`src/rtl/cdce_readback_pkg.sv`:
```
// Shared definitions for the CDCE register readback controller: word geometry,
// read command nibble, FSM state encoding and the command word builder.
package cdce_readback_pkg;

    localparam int         CDCE_WORD_WIDTH = 32;
    localparam logic [3:0] CDCE_READ_CMD   = 4'hE;
    localparam int         CDCE_CNT_WIDTH  = 6;

    typedef logic [CDCE_WORD_WIDTH-1:0] cdce_word_t;
    typedef logic [CDCE_CNT_WIDTH-1:0]  cdce_cnt_t;

    typedef enum logic [2:0] {
        IDLE,
        CMD,
        GAP,
        READ,
        DONE
    } cdce_state_e;

    // Read request: address in bits [7:4], read opcode in the low nibble.
    function automatic cdce_word_t cdce_read_cmd_word(input logic [3:0] addr);
        return {24'h0, addr, CDCE_READ_CMD};
    endfunction

endpackage

```
`src/rtl/cdce_shift_reg.sv`:
```
// LSB-first shift register shared by the transmit and receive phases:
// parallel load, serial in at the MSB end, serial out is q[0].
module cdce_shift_reg
    import cdce_readback_pkg::*;
#(
    parameter int WIDTH = CDCE_WORD_WIDTH
) (
    input  logic             clk,
    input  logic             reset,
    input  logic             load,
    input  logic [WIDTH-1:0] load_value,
    input  logic             shift_en,
    input  logic             serial_in,
    output logic [WIDTH-1:0] q
);

    // NOTE: sequential state is always written with <= so every flop samples
    // the pre-edge values of its neighbours; = here would collapse the chain.
    always_ff @(posedge clk) begin
        if (reset) begin
            q <= '0;
        end else if (load) begin
            q <= load_value;
        end else if (shift_en) begin
            q <= {serial_in, q[WIDTH-1:1]};
        end
    end

endmodule

```
`src/rtl/cdce_readback.sv`:
```
// CDCE SPI register readback: shifts a 32-bit read command out, idles cs_n for
// GAP_CYCLES, then shifts the 32-bit register word in and pulses read_valid.
module cdce_readback
    import cdce_readback_pkg::*;
#(
    parameter int GAP_CYCLES = 2
) (
    input  logic        clk,
    input  logic        reset,
    input  logic        start_read,
    input  logic [3:0]  reg_addr,
    input  logic        miso,
    output logic        cs_n,
    output logic        mosi,
    output logic        busy,
    output logic [31:0] read_data,
    output logic        read_valid
);

    localparam cdce_cnt_t WORD_LAST = CDCE_CNT_WIDTH'(CDCE_WORD_WIDTH - 1);
    localparam cdce_cnt_t GAP_LAST  = CDCE_CNT_WIDTH'(GAP_CYCLES - 1);

    cdce_state_e state;
    cdce_cnt_t   cnt;
    logic        tx_en;

    cdce_word_t  sr_q;
    cdce_word_t  rx_word;
    logic        sr_load;
    logic        sr_shift;
    logic        sr_serial_in;

    // Loading the command word on the start edge is what latches reg_addr.
    assign sr_load      = (state == IDLE) && start_read;
    assign sr_shift     = (state == CMD) || (state == READ);
    assign sr_serial_in = (state == READ) && miso;

    // Word as it will stand after the final READ shift, captured in the same edge.
    assign rx_word = {miso, sr_q[CDCE_WORD_WIDTH-1:1]};

    // tx_en is a flop, so mosi is the AND of two registers and is forced low
    // outside CMD regardless of what the shared shift register holds.
    assign mosi = tx_en & sr_q[0];

    cdce_shift_reg #(
        .WIDTH (CDCE_WORD_WIDTH)
    ) u_shift_reg (
        .clk        (clk),
        .reset      (reset),
        .load       (sr_load),
        .load_value (cdce_read_cmd_word(reg_addr)),
        .shift_en   (sr_shift),
        .serial_in  (sr_serial_in),
        .q          (sr_q)
    );

    always_ff @(posedge clk) begin
        if (reset) begin
            state      <= IDLE;
            cnt        <= '0;
            cs_n       <= 1'b1;
            tx_en      <= 1'b0;
            busy       <= 1'b0;
            read_valid <= 1'b0;
            read_data  <= '0;
        end else begin
            read_valid <= 1'b0;
            case (state)
                IDLE: begin
                    if (start_read) begin
                        state <= CMD;
                        cs_n  <= 1'b0;
                        tx_en <= 1'b1;
                        busy  <= 1'b1;
                        cnt   <= '0;
                    end
                end
                CMD: begin
                    if (cnt == WORD_LAST) begin
                        state <= GAP;
                        cs_n  <= 1'b1;
                        tx_en <= 1'b0;
                        cnt   <= '0;
                    end else begin
                        cnt <= cnt + 1'b1;
                    end
                end
                GAP: begin
                    if (cnt == GAP_LAST) begin
                        state <= READ;
                        cs_n  <= 1'b0;
                        cnt   <= '0;
                    end else begin
                        cnt <= cnt + 1'b1;
                    end
                end
                READ: begin
                    if (cnt == WORD_LAST) begin
                        state      <= DONE;
                        cs_n       <= 1'b1;
                        read_valid <= 1'b1;
                        read_data  <= rx_word;
                        cnt        <= '0;
                    end else begin
                        cnt <= cnt + 1'b1;
                    end
                end
                DONE: begin
                    state <= IDLE;
                    busy  <= 1'b0;
                end
                default: begin
                    state <= IDLE;
                    cs_n  <= 1'b1;
                    tx_en <= 1'b0;
                    busy  <= 1'b0;
                    cnt   <= '0;
                end
            endcase
        end
    end

endmodule

```
`config.mk`:
```
export PLATFORM = sky130hd
export DESIGN_NAME = cdce_readback
export DESIGN_NICKNAME = d
export VERILOG_FILES = /design/src/rtl/cdce_readback_pkg.sv /design/src/rtl/cdce_shift_reg.sv /design/src/rtl/cdce_readback.sv
export SDC_FILE = /design/constraint.sdc
export NUM_CORES = 1
export LEC_CHECK = 0
export BUFFER_PORTS_ARGS = -buffer_cell sky130_fd_sc_hd__buf_2
export CAP_MARGIN = 20
export CORE_MARGIN = 2
export CORE_UTILIZATION = 50
export DETAILED_ROUTE_END_ITERATION = 12
export MAX_ROUTING_LAYER = met4
export PLACE_DENSITY = 0.78
export SYNTH_ARGS = -nofsm -noshare
export SYNTH_HDL_FRONTEND = slang
export SYNTH_SLANG_ARGS = --single-unit
```
`constraint.sdc`:
```
create_clock -name clk -period 1.73 [get_ports clk]
set_input_delay 0.2595 -clock clk [delete_from_list [all_inputs] [get_ports clk]]
set_output_delay 0.2595 -clock clk [all_outputs]
set_load 0.05 [all_outputs]
```
==> results.py <==
metrics = {
    "run_status": {
        "outcome": "complete, no violations",
    },
    "synth": {
        "synth-seq-cells": 77,
        "yosys.cell_types.count": 27,
        "ys.warnings.count": 0,
        "syn_avg_cell_area_um2": 7.872,
        "netlist_instances": 367,
        "syn_area_um2": 2889,
        "syn_nets": 377,
        "ys_seq_area_frac": 0.5336,
    },
    "drt": {
        "drt_iter0_drc": 98,
        "drc_errors": 0,
        "vias": 2496,
        "totalWireLength_mm": 5.954,
        "routedWlPerCell_um": 12.30,
        "postRouteAntennaNets": 0,
        "dr.pass1.iters": 4,
        "vias_per_cell": 5.157,
    },
    "clock_network": {
        "cts_tree": "done",
        "cts_setup_buffers": 0,
        "clockBufferDepth": 2,
        "cts_made_buffers": 9,
        "clock_sinks": 77,
        "clkTransAtPathRegs_ns": 0.08,
        "h-tree-depth": 3,
        "cts-root-buf": "clkbuf_8",
        "clkLatencyLatePin_ns": 0.34,
    },
    "global_route": {
        "grt_pass1_wl_mm": 9.715,
        "overflow": 0,
        "grt_max_degree": 35,
        "antenna_found_initial": 0,
        "grt.total_usage": 0.2003,
        "grt_pass1_vias": 2167,
    },
    "pwr": {
        "p_leak_uw": 0.001282,
        "irDropWorstVdd_uv": 577.8,
        "power_per_cell_area_nw_per_um2": 991.1,
    },
    "placement": {
        "place_area_um2": 3184,
        "gp_congestion": 0.8663,
        "portBuffers": 43,
        "dp_cells": 468,
        "hpwlAfterDp_mm": 3.990,
    },
    "die": {
        "die_w_um": 80.02,
        "core_um2": 5540,
        "rows": 27,
        "die_h_um": 80.02,
        "io_pins": 44,
        "start_util": 0.5215,
        "die_area_um2": 6402,
    },
    "worst_setup_path": {
        "cp_max_fo": 17,
        "cp_data_arrival_time_ns": 1.82,
        "worstPathRequired_ns": 2.00,
        "critPathKind": "reg2reg",
        "rr_endpoint": "read_data[29]",
        "r2r-start": "cnt[0]",
        "worst-r2r-cell-count": 6,
        "cp-end-kind": "flop",
        "startpoint_type": "flop",
        "regToRegSetupSlack_ns": 0.18,
    },
    "cells_and_area": {
        "insertedDiodeCount": 0,
        "final_cell_area_um2": 3391,
        "final_util": 0.6120,
        "drive_gt1_frac": 0.1796,
        "stdcell_count": 484,
        "area_growth_syn_to_layout_pct": 17.37,
        "nNetsFinal": 417,
    },
    "min_path": {
        "hold_start": "miso",
        "hold_path_depth": 3,
        "min_path_type": "in2reg",
        "hold_end": "read_data[31]",
    },
    "timing": {
        "timing.setup.tns_ns": 0,
        "drv_slew": 0,
        "grt_setup_unrepaired": "no",
        "tightest_slew_ns": 0.4368,
        "setup_violations": 0,
        "period_minus_slack_ns": 1.546,
        "fmax_mhz": 647.0,
        "hold_violations": 0,
        "relSlewSlack": 0.7077,
        "finClkSkew_ns": 0.006299,
        "period_share": 0.8934,
    },
    "flow_run": {
        "cap_violations": 0,
    },
}
-- worst max-delay path by stage --
stage               depth (start not counted)  startpoint       endpoint
floorplan                                   7      cnt[0]   read_data[0]
global route                                5      cnt[4]  read_data[21]
CTS                                         5      cnt[0]         cnt[3]
detailed placement                          5      cnt[0]         cnt[3]
finish                                      6      cnt[0]  read_data[29]
global placement                            5      cnt[0]         cnt[3]
-- cell families (layout without fill, tap and decap cells) --
kind of cell,after synthesis,after routing,synth area share
and+or+nand+nor,169,169,0.2347
AOI/OAI and AO/OA,84,84,0.1628
DFF,77,77,0.5336
buffers and inverters,30,75,0.04504
xor gates and xnor gates,5,5,0.01516
adders and majority gates,2,2,0.008660
-- metal layers --
layer	global-route usage	wire length (µm)	vias to the layer above
met5	-	0	-
met2	0.3150	2749	44
met1	0.2456	2882	1154
met4	0.09153	97	0
li1	-	-	1288
met3	0.04525	224	10
-- what timing repair did --
item / CTS / global route
hold buffers: 0 / 0
gates resized for setup: 0 / 2
setup endpoints to repair: 0 / 9
-- registers in the layout (all words and copies together) (netlist names) --
register and flops:
tx_en 1, read_valid 1, cnt 6, u_shift_reg.q 32, busy 1, cs_n 1
read_data 32, state 3
-- layout by cell type (no fill, tap or decap), types with 2 or more instances in the layout --
cell type   synthesis  final
a211oi_1            2      2
a21boi_0            2      2
a21oi_1            62     62
a311oi_1            4      4
a31oi_1             5      5
and2_1              3      3
buf_2               5     43
buf_4               3     11
clkbuf_8            0     10
clkinvlp_4          0      2
dfxtp_1            77     77
ha_1                2      2
inv_1               4      4
nand2_1           133    133
nand2b_1            2      2
nand3_1             4      4
nor2_1             16     16
nor2b_1             4      3
nor3_1              3      3
o21ai_0             4      4
xnor2_1             5      5
-- synth_stat cells --
| library cell | number | area, µm² |
|---|---|---|
| ha_1 | 2 | 25.02 |
| clkbuf_1 | 18 | 67.56 |
| and2_1 | 3 | 18.77 |
| a21o_1 | 1 | 7.510 |
| and4_1 | 1 | 8.760 |
| inv_1 | 4 | 15.01 |
| nand2_1 | 133 | 499.2 |
| nor2b_1 | 4 | 25.02 |
| nor2_1 | 16 | 60.06 |
| nand4_1 | 1 | 6.260 |
| a311oi_1 | 4 | 35.03 |
| o22ai_1 | 1 | 6.260 |
| o31ai_1 | 2 | 15.01 |
| nand2b_1 | 2 | 12.51 |
| xnor2_1 | 5 | 43.79 |
| buf_2 | 5 | 25.02 |
| nor3_1 | 3 | 15.01 |
| a31oi_1 | 5 | 31.28 |
| buf_4 | 3 | 22.52 |
| and3_1 | 2 | 12.51 |
| a211oi_1 | 2 | 15.01 |
| a21boi_0 | 2 | 15.01 |
| a21oi_1 | 62 | 310.3 |
| a2111oi_2 | 1 | 15.01 |
| o21ai_0 | 4 | 20.02 |
| nand3_1 | 4 | 20.02 |
| dfxtp_1 | 77 | 1541 |
-- through the flow --
stage	total power [µW]	setup slack [ns]	hold WS, ns
after floorplan	1980	0.1304	0.3796
after global placement	2034	0.1385	0.4412
after detailed placement	2037	0.05817	0.4466
after CTS	3383	0.05487	0.1803
after global routing	3469	0.02844	0.1970
final	3361	0.1844	0.1816
-- power by group --
part	internal (µW)	switching [µW]	total (µW)
logic	56.4	124	180
registers	1800	22.2	1820
clock network	709	653	1360
total	2560	799	3360
-- area by class of cell --
type                            instances  area, µm²
Fill cell                             498       2150
Timing Repair Buffer                   55      317.8
Clock buffer                           11      141.4
Inverter                                4      15.01
Multi-Input combinational cell        260       1226
Sequential cell                        77       1541
Tap cell                               72      90.09
Clock inverter                          5      58.81
-- worst max-delay path, stage by stage (launching register included) --
cell and delay, ns:
dfxtp_1 0.40, ha_1 0.20, and3_2 0.25, and4_1 0.21, buf_4 0.21, nand2_1 0.08, a21oi_1 0.13
Note: power is estimated with default switching activity, not from simulation.
